<file path="config.mk">
export PLATFORM = sky130hd
export DESIGN_NAME = out_port_fifo_flat
export DESIGN_NICKNAME = d
export VERILOG_FILES = /design/src/rtl/out_port_fifo_if.sv /design/src/rtl/out_port_fifo.sv /design/src/flat_wrapper.sv
export SDC_FILE = /design/constraint.sdc
export NUM_CORES = 1
export LEC_CHECK = 0
export CAP_MARGIN = 20
export CORE_UTILIZATION = 45
export DETAILED_ROUTE_END_ITERATION = 12
export PLACE_DENSITY_LB_ADDON = 0.3
export SYNTH_ARGS = -nofsm -noshare
export SYNTH_HDL_FRONTEND = slang
export SYNTH_SLANG_ARGS = --single-unit
</file>
<file path="constraint.sdc">
create_clock -name clock -period 2.5 [get_ports clock]
set_clock_uncertainty 0.1 [all_clocks]
set_input_delay 0.75 -clock clock [delete_from_list [all_inputs] [get_ports clock]]
set_output_delay 0.75 -clock clock [all_outputs]
set_load 0.01 [all_outputs]
</file>
<file path="src/rtl/out_port_fifo_if.sv">
// Device-side handshake of the CPU output port FIFO.
// Macro OUT_PORT_PARITY_EN adds the dev_parity signal.
interface out_port_fifo_if #(
  parameter int DATA_W = 32
);
  logic              dev_ready;
  logic              dev_valid;
  logic [DATA_W-1:0] dev_data;
`ifdef OUT_PORT_PARITY_EN
  logic              dev_parity;
`endif

`ifdef OUT_PORT_PARITY_EN
  modport master (
    input  dev_ready,
    output dev_valid,
    output dev_data,
    output dev_parity
  );
  modport slave (
    output dev_ready,
    input  dev_valid,
    input  dev_data,
    input  dev_parity
  );
`else
  modport master (
    input  dev_ready,
    output dev_valid,
    output dev_data
  );
  modport slave (
    output dev_ready,
    input  dev_valid,
    input  dev_data
  );
`endif
endinterface

</file>
<file path="src/rtl/out_port_fifo.sv">
// Output port FIFO: captures bus words on OutPortenable, drains over valid/ready.
// Macro OUT_PORT_PARITY_EN stores and presents even parity of each word.
module out_port_fifo #(
  parameter int DATA_W = 32,
  parameter int DEPTH  = 4,
  parameter int ADDR_W = 2
) (
  input  logic              clock,
  input  logic              clear,
  input  logic              OutPortenable,
  input  logic [DATA_W-1:0] BusMuxOut,
  out_port_fifo_if.master   dev,
  output logic              full,
  output logic              empty,
  output logic [ADDR_W:0]   count,
  output logic              overflow
);

  localparam logic [ADDR_W:0] FULL_CNT = (ADDR_W+1)'(DEPTH);
  localparam logic [ADDR_W:0] ONE_CNT  = (ADDR_W+1)'(1);
  localparam logic [ADDR_W-1:0] ONE_PTR = ADDR_W'(1);

  typedef enum logic {
    IDLE,
    HOLD
  } state_t;

  state_t state_q;
  state_t state_d;

  logic [DATA_W-1:0] mem [DEPTH];
`ifdef OUT_PORT_PARITY_EN
  logic              mem_par [DEPTH];
`endif

  logic [ADDR_W-1:0] wr_ptr;
  logic [ADDR_W-1:0] rd_ptr;
  logic              valid;
  logic              push;
  logic              pop;
  logic              drop;

  assign valid = (state_q == HOLD);
  assign full  = (count == FULL_CNT);
  assign empty = (count == '0);
  assign pop   = valid & dev.dev_ready;
  // A pop on the same edge frees the slot a full FIFO needs.
  assign push  = OutPortenable & (~full | pop);
  assign drop  = OutPortenable & full & ~pop;

  assign dev.dev_valid = valid;
  assign dev.dev_data  = valid ? mem[rd_ptr] : '0;
`ifdef OUT_PORT_PARITY_EN
  assign dev.dev_parity = valid ? mem_par[rd_ptr] : 1'b0;
`endif

  // Drain state register.
  always_ff @(posedge clock or negedge clear) begin
    if (!clear) state_q <= IDLE;
    else        state_q <= state_d;
  end

  // Drain next state: leave HOLD only when the last word pops unreplaced.
  always_comb begin
    state_d = state_q;
    unique case (state_q)
      IDLE: if (push) state_d = HOLD;
      HOLD: if (pop && !push && count == ONE_CNT) state_d = IDLE;
      default: state_d = IDLE;
    endcase
  end

  // Pointers, occupancy and the sticky overflow flag.
  always_ff @(posedge clock or negedge clear) begin
    if (!clear) begin
      wr_ptr   <= '0;
      rd_ptr   <= '0;
      count    <= '0;
      overflow <= 1'b0;
    end else begin
      if (push) wr_ptr <= wr_ptr + ONE_PTR;
      if (pop)  rd_ptr <= rd_ptr + ONE_PTR;
      unique case ({push, pop})
        2'b10:   count <= count + ONE_CNT;
        2'b01:   count <= count - ONE_CNT;
        default: count <= count;
      endcase
      if (drop) overflow <= 1'b1;
    end
  end

  // Storage is never visible before it is written, so it has no reset.
  always_ff @(posedge clock) begin
    if (push) begin
      mem[wr_ptr] <= BusMuxOut;
`ifdef OUT_PORT_PARITY_EN
      mem_par[wr_ptr] <= ^BusMuxOut;
`endif
    end
  end

endmodule

</file>
<file path="src/flat_wrapper.sv">
// flat-port wrapper written by rule: the top's interface ports become plain ports
module out_port_fifo_flat 
#(
  parameter int DATA_W = 32,
  parameter int DEPTH  = 4,
  parameter int ADDR_W = 2
)
  (clock, clear, OutPortenable, BusMuxOut, full, empty, count, overflow, dev_dev_ready, dev_dev_valid, dev_dev_data);
  out_port_fifo_if #(.DATA_W(DATA_W)) dev_i ();
  input  logic clock;
  input  logic clear;
  input  logic OutPortenable;
  input  logic [DATA_W-1:0] BusMuxOut;
  output logic full;
  output logic empty;
  output logic [ADDR_W:0] count;
  output logic overflow;
  input wire logic [$bits(dev_i.dev_ready)-1:0] dev_dev_ready;
  output wire logic [$bits(dev_i.dev_valid)-1:0] dev_dev_valid;
  output wire logic [$bits(dev_i.dev_data)-1:0] dev_dev_data;
  assign dev_i.dev_ready = dev_dev_ready;
  assign dev_dev_valid = dev_i.dev_valid;
  assign dev_dev_data = dev_i.dev_data;
  out_port_fifo #(.DATA_W(DATA_W), .DEPTH(DEPTH), .ADDR_W(ADDR_W)) u_core (.clock(clock), .clear(clear), .OutPortenable(OutPortenable), .BusMuxOut(BusMuxOut), .dev(dev_i), .full(full), .empty(empty), .count(count), .overflow(overflow));
endmodule
</file>
==> results of run 1 <==
-- registers in the layout (all words and copies together) (netlist names) --
signal	cells
u_core.rd_ptr	2
u_core.overflow	1
u_core.wr_ptr	2
u_core.mem	128
u_core.dev.dev_valid	1
u_core.count	3
-- report_power, final --
group / internal (mW) / leakage [nW] / switching, mW
clock: 1.32 / 0.245 / 0.804
sequential: 3.04 / 1.27 / 0.154
combinational: 2.10 / 1.04 / 1.51
total: 6.47 / 2.56 / 2.47
-- final timing paths --
kind,endpoint,slack [ps],cells past startpoint
worst max-delay path,dev_dev_data[10],-220,5
worst min-delay path,u_core.overflow,380,1
worst max register to register,u_core.mem[2][1],540,8
worst min register to register,u_core.overflow,380,1
max in group asynchronous,u_core.rd_ptr[0],1410,1
min in group asynchronous,u_core.count[0],560,1
-- repair_timing --
item	CTS	global route
pin swaps	27	3
hold buffers	0	0
cloned	2	0
endpoints found under the hold margin	0	0
gates resized for setup	142	38
endpoints found under the setup margin	34	33
buffers inserted	4	1
-- critical path: stages (launching register included) --
cell	delay (ps)
dfrtp_2	400
buf_12	130
buf_12	140
mux4_2	510
and2_1	150
buf_2	130
-- routing by layer --
| layer | part of all wire (%) | wire, µm | GRT usage (%) | vias to the layer above |
|---|---|---|---|---|
| li1 | - | - | - | 1216 |
| met1 | 44 | 4310 | 22.9 | 1361 |
| met2 | 49 | 4820 | 27.9 | 76 |
| met3 | 5.6 | 542 | 5.17 | 9 |
| met4 | 0.71 | 69 | 5.95 | 0 |
| met5 | 0 | 0 | 0 | - |
-- area by class of cell --
type                    count  area (µm²)
well taps                 143         179
multi-input cells         100        1280
fillers                   839        4470
clock inverters             7        56.3
flip-flops and latches    137        4070
clock buffers              21         440
repair buffers            100        1050
inverters                   7        26.3
-- cell families (layout without fill, tap and decap cells) --
kind of cell / after synthesis / in the layout / share of synthesized area (%)
xor gates and xnor gates: 5 / 5 / 0.806
adders and majority gates: 10 / 10 / 2.30
and+or+nand+nor: 45 / 45 / 4.88
AOI/OAI and AO/OA: 6 / 6 / 0.783
DFF: 137 / 137 / 74.9
buffers and inverters: 18 / 135 / 2.35
muxes: 34 / 34 / 13.9
-- synthesized netlist by cell type --
cell type,count
a21boi_2,1
a21o_1,1
a31o_2,1
and2_1,36
buf_12,3
buf_2,3
buf_6,1
clkbuf_1,4
dfrtp_1,9
edfxtp_1,128
ha_1,10
inv_1,7
mux2_2,1
mux2i_1,1
mux4_1,4
mux4_2,28
nand2_1,5
nor2_1,1
nor2b_1,2
nor3_1,1
o21ai_0,3
xnor2_1,4
xor2_1,1
==> out/results.ini, run 1 <==
[layout]
fin_cells=515
drive_gt1_share_pct=38.4
antenna_cells=0
fin_area_um2=7100
nets=409
layout_common_cells=128 x edfxtp_1, 40 x clkdlybuf4s50_1, 32 x mux4_2
syn_to_final_growth_pct=30.7
fin_util_pct=61.4
layout_commonest_cell=edfxtp_1

[yosys]
synth_top_area_share_pct=70.8
syn_area_per_cell_um2=21.3
ys_seq_area_share_pct=74.9
synth_top_cell_by_area=edfxtp_1
syn-instance-count=255
yosysWarnings=0
syn-num-nets=301
mappedNetlistArea_um2=5430
synth_cell_types=23
synth_seq_cells=137
synth.area.top_cells=edfxtp_1 71%, mux4_2 12%, and2_1 4.1%

[placement]
place_inst=482
routabilityCongestion=0.735
dp_worst_setup_slack_ps=-179
portBuffers=74
post-dp-hpwl_um=5990
place_area_um2=6530

[critical_path]
critPathMaxFanout=8
cp-start-kind=flop
worst_setup_path_end_kind=output port
reg2reg_from=u_core.count[1]
cp.required_ps=1650
crit_arrival_ps=1870
worstSetupPathType=reg -> out
crit_start=u_core.rd_ptr[0]

[die]
coreArea_um2=11600
start_util_pct=47.0
dieArea_um2=12500
die_w_um=112
io_pins=75
fp.dieH_um=112
row_count=39

[run_status]
failed_checks=design-rule violations, negative setup slack
status=finished with violations

[worst_hold_path]
hold_start=u_core.overflow
min-delay-path-class=reg -> reg

[clock_tree]
htree_levels=4
clk_root_buffer_cell=clkbuf_16
cts_tree=built
clock_sinks=137
clk_latency_ps=400
clockBufferDepth=2
clk_pin_slew_ps=50
cts_buffers=17

[global_route]
antenna_found_initial=0
grt.overflow.total=0
grt_pass1_vias=2956
grt_max_degree=28
grt_use_total_pct=17.4
grt_first_pass_wirelength_um=15900

[power_and_ir_drop]
p_leak_nw=2.56
p_total_mw=8.94
p_per_area_nw_per_um2=1260
irDropWorstVdd_v=0.000586

[job]
cap_violations=0

[detailed_routing]
wire_per_inst_um=18.9
first_iter_violations=127
drt_first_pass_iters=8
postRouteAntennaNets=0
viasPerCell=5.17
vias=2662
wl_um=9740
drc=7

[timing]
post-route-min-period_ps=2720
fmax_mhz=368
whs_ps=383
hold_viol=0
tightest_slew_ps=447
slew_viol_final=0
worst_slack_ps=-221
setup_viol=32
fin_crit_sh_pct=109
relSlewSlack_pct=70.1
grt_setup_unrepaired=true
tns_ps=-5390

Note: power is estimated with default switching activity, not from simulation.
==> run 2: changes to the inputs <==
CTS_BUF_LIST = sky130_fd_sc_hd__clkbuf_8   (was not set)
==> out/results.ini, run 2 (same netlist as run 1, synthesis figures left out) <==
[timing]
setup_viol=32
grt_setup_unrepaired=true
fmax_mhz=364
tightest_slew_ps=406
relSlewSlack_pct=72.8
worst_slack_ps=-244
fin_crit_sh_pct=110
post-route-min-period_ps=2740
whs_ps=388
slew_viol_final=0
hold_viol=0

[placement]
post-dp-hpwl_um=5990
portBuffers=74
dp_worst_setup_slack_ps=-179
routabilityCongestion=0.735

[worst_hold_path]
hold_start=u_core.overflow
holdPathStages=1
holdPathEnd=u_core.overflow
min-delay-path-class=reg -> reg

[critical_path]
slowest_stage=mux4_2
rr_worst_depth=8
cp.buffers_inverters=3
worst_setup_path_end_kind=output port
crit_arrival_ps=1890
cp-start-kind=flop
rr_endpoint=u_core.mem[2][1]
cp.required_ps=1650
r2r_slack_ps=550
worstSetupPathType=reg -> out
cp_top_family=multiplexers
path_cells=buf_12 -> buf_12 -> mux4_2 -> and2_1 -> buf_2
critPathMaxFanout=8
reg2reg_from=u_core.count[1]
cp_common_cell=buf_12
max_stage_delay_ps=510

[power_and_ir_drop]
p_clk_share_pct=17.6
power_frac_comb_pct=43.5
p_per_area_nw_per_um2=1190
irDropWorstVdd_v=0.000575
p_sw_mw=2.36
p_leak_nw=2.48
intPower_mw=5.84
netSwitchingFraction_pct=28.8
p_seq_share_pct=38.9

[clock_tree]
clock_sinks=137
clockBufferDepth=2
cts_buffers=17
clk_root_buffer_cell=clkbuf_8
cts_tree=built
htree_levels=4
clk_pin_slew_ps=60
clk_latency_ps=410

[run_status]
status=finished with violations
failed_checks=design-rule violations, negative setup slack

[global_route]
grt.overflow.total=0
grt_first_pass_wirelength_um=15600
grt_use_total_pct=17.0
antenna_found_initial=0
grt_max_degree=28
grt_pass1_vias=2903

[die]
start_util_pct=47.0
row_count=39
dieArea_um2=12500
fp.dieH_um=112
coreArea_um2=11600
io_pins=75
die_w_um=112

[detailed_routing]
drt_first_pass_iters=8
drc=7
first_iter_violations=123
vias=2664
postRouteAntennaNets=0
viasPerCell=5.18
wire_per_inst_um=18.7
wl_um=9590

[job]
cap_violations=0

[layout]
syn_to_final_growth_pct=26.9
antenna_cells=0
largest_reg_flops=128
drive_gt1_share_pct=38.3
layout_common_cells=128 x edfxtp_1, 40 x clkdlybuf4s50_1, 32 x mux4_2
nets=408
top_regs=u_core.mem x128, u_core.count x3
fill_cells=868
layout_commonest_cell=edfxtp_1
regMostFlops=u_core.mem

-- run 2: changes by cell type in the layout (fill, tap and decap cells not counted), sizes merged --
cell | previous run | this run
clkdlybuf4s15 | 0 | 1
dlygate4sd2 | 2 | 1
buf | 55 | 54
inv | 7 | 11
clkbuf | 24 | 20
-- run 2: what timing repair did --
action	4_1_cts	5_1_grt
setup endpoints to repair	34	33
endpoints found under the hold margin	0	0
gates resized for setup	142	37
setup buffers	4	0
hold buffers	0	0
pin swaps	25	5
cloned	2	0
-- run 2: worst max-delay path by stage --
| stage | from | endpoint | slack [ps] | cells past startpoint |
|---|---|---|---|---|
| CTS | u_core.rd_ptr[0] | dev_dev_data[15] | -320 | 4 |
| global route | u_core.rd_ptr[0] | dev_dev_data[10] | -330 | 5 |
| floorplan | dev_dev_ready | u_core.mem[0][0] | 60 | 3 |
| global placement | u_core.rd_ptr[0] | dev_dev_data[22] | -160 | 4 |
| finish | u_core.rd_ptr[0] | dev_dev_data[10] | -240 | 5 |
| detailed placement | u_core.rd_ptr[0] | dev_dev_data[22] | -180 | 4 |
-- run 2: layout make-up --
| type | count | area [µm²] | share of cell area (%) |
|---|---|---|---|
| Sequential cell | 137 | 4070 | 59.1 |
| Inverter | 7 | 26.3 | 0.381 |
| Clock buffer | 17 | 234 | 3.40 |
| Tap cell | 143 | 179 | 2.60 |
| Multi-Input combinational cell | 100 | 1280 | 18.6 |
| Timing Repair Buffer | 99 | 1030 | 15.0 |
| Clock inverter | 11 | 71.3 | 1.03 |
-- run 2: power by group through the flow --
| stage | registers (mW) | logic (mW) | clock network, mW |
|---|---|---|---|
| 6_report | 3.19 | 3.57 | 1.44 |
| 5_1_grt | 3.24 | 3.86 | 1.58 |
| 4_1_cts | 3.20 | 3.41 | 1.48 |
| 3_5_place_dp | 3.25 | 3.34 | 0 |
| 3_3_place_gp | 3.22 | 3.32 | 0 |
| 2_1_floorplan | 3.22 | 1.82 | 0 |
-- run 2: layer usage --
layer  vias to the layer above  wire, µm  global-route usage, %
met4                         0        68                   5.14
li1                       1211         -                      -
met1                      1371      4240                   21.8
met5                         -         0                      0
met2                        77      4800                   27.7
met3                         5       482                   5.50
-- run 2: stage by stage --
stage | setup TNS [ps] | cell area, µm² | instances | power (mW) | utilization [%]
CTS | -8220 | 6840 | 516 | 8.09 | 59.1
floorplan | 0 | 5430 | 255 | 5.04 | -
finish | -5730 | 6890 | 514 | 8.21 | 59.6
detailed placement | -3700 | 6530 | 482 | 6.59 | 56.4
global placement | -3110 | 6530 | 482 | 6.53 | 56.4
global route | -8540 | 6890 | 514 | 8.67 | 59.6
==> run 3: changes to the inputs <==
PLACE_DENSITY = 0.78   (was not set)
PLACE_DENSITY_LB_ADDON = not set   (was 0.3)
==> out/results.ini, run 3 (same netlist as run 1, synthesis figures left out) <==
[run_status]
status=finished with violations
failed_checks=design-rule violations, negative setup slack

[layout]
fin_area_um2=7120
layout_common_cells=128 x edfxtp_1, 40 x clkdlybuf4s50_1, 32 x mux4_2
drive_gt1_share_pct=42.5
antenna_cells=0
fill_cells=824
regMostFlops=u_core.mem
nets=414
fin_cells=524
layout_commonest_cell=edfxtp_1
largest_reg_flops=128
top_regs=u_core.mem x128, u_core.count x3
syn_to_final_growth_pct=31.1
multi_input_area_um2=1290
regArea_um2=4070

[clock_tree]
clockBufferDepth=2
cts_tree=built
clock_sinks=137
htree_levels=4
clk_root_buffer_cell=clkbuf_8
cts_buffers=17
clk_pin_slew_ps=70
clk_latency_ps=430

[placement]
routabilityCongestion=0.657
place_area_um2=6580
place_inst=484
post-dp-hpwl_um=6330
portBuffers=74

[job]
cap_violations=0

[timing]
hold_viol=0
fmax_mhz=368
fin_crit_sh_pct=109
post-route-min-period_ps=2720
worst_slack_ps=-216
relSlewSlack_pct=70.7
slew_viol_final=0
tns_ps=-6100
setup_viol=32
tightest_slew_ps=438
grt_setup_unrepaired=true

[critical_path]
cp-start-kind=flop
worstSetupPathType=reg -> out
critPathMaxFanout=7
cp.required_ps=1650
worst_setup_path_end_kind=output port
crit_arrival_ps=1870

[global_route]
use_met1_pct=21.8
grtUsageMet2_pct=28.9
grt_use_total_pct=17.6
grt_first_pass_wirelength_um=15800
grt_pass1_vias=2945
antenna_found_initial=0
grt.overflow.total=0
busiest_layer=met2
grt_max_degree=29
met3_usage_pct=5.17

[detailed_routing]
wl_um=9900
vias=2705
viasPerCell=5.16
first_iter_violations=141
wire_per_inst_um=18.9
postRouteAntennaNets=0
drc=6
drt_first_pass_iters=8

[die]
coreArea_um2=11600
io_pins=75
start_util_pct=47.0
dieArea_um2=12500
fp.dieH_um=112
row_count=39
die_w_um=112

[power_and_ir_drop]
p_per_area_nw_per_um2=1240
irDropWorstVdd_v=0.000621
p_leak_nw=2.57

[worst_hold_path]
min-delay-path-class=reg -> reg

run 3: changes by cell type in the layout (fill, tap and decap cells not counted), moves of 2 or more:
cell and delta:
and2_4 +4, and2_1 -4, clkbuf_2 -2, buf_4 +4
clkbuf_8 +2, clkinvlp_4 +3, clkinv_1 -3, buf_6 +3
bufinv_16 +2, buf_12 +3, buf_2 -2
run 3: critical path: stages, from the launching register on:
cell	delay [ps]
dfrtp_2	390
buf_12	130
buf_12	130
mux4_2	500
and2_1	150
buf_2	130
run 3: worst paths after layout:
| path | startpoint | endpoint | slack [ps] | cells past startpoint |
|---|---|---|---|---|
| setup / recovery | u_core.rd_ptr[0] | dev_dev_data[1] | -220 | 5 |
| hold / removal | u_core.overflow | u_core.overflow | 380 | 1 |
| setup reg to reg | u_core.count[0] | u_core.mem[1][13] | 570 | 8 |
| hold reg to reg | u_core.overflow | u_core.overflow | 380 | 1 |
| max in group asynchronous | clear | u_core.rd_ptr[0] | 1440 | 1 |
| min in group asynchronous | clear | u_core.overflow | 520 | 1 |
run 3: final cells by class:
| type | instances | share of cell area (%) |
|---|---|---|
| flip-flops and latches | 137 | 57.2 |
| multi-input cells | 100 | 18.1 |
| repair buffers | 105 | 16.0 |
| clock buffers | 19 | 3.67 |
| well taps | 143 | 2.51 |
| clock inverters | 13 | 2.14 |
| inverters | 7 | 0.369 |
run 3: per-layer routing:
layer,part of all wire (%),vias to the layer above
met5,0,-
met4,1.0,0
met3,5.6,9
met2,53,78
met1,40,1387
li1,-,1231
run 3: through the flow:
| stage | util (%) | hold slack [ps] | total power, mW | setup WS [ps] |
|---|---|---|---|---|
| 6_report | 61.6 | 383 | 8.84 | -216 |
| 3_5_place_dp | 56.9 | 365 | 6.67 | -193 |
| 4_1_cts | 61.0 | 385 | 8.73 | -323 |
| 2_1_floorplan | - | 354 | 5.04 | 55.5 |
| 3_3_place_gp | 56.9 | 359 | 6.58 | -168 |
| 5_1_grt | 61.6 | 402 | 9.29 | -290 |
run 3: what timing repair did:
action	CTS	global route
hold endpoints to repair	0	0
endpoints found under the setup margin	34	34
cloned	2	0
hold buffers	0	0
pin swaps	26	2
setup buffers	5	3
gates resized for setup	164	28
run 3: power by group:
group          switching, mW  internal [mW]  total [mW]
clock network          0.801           1.03        1.83
logic                   1.55           2.26        3.81
registers              0.157           3.04        3.20
total                   2.51           6.33        8.84
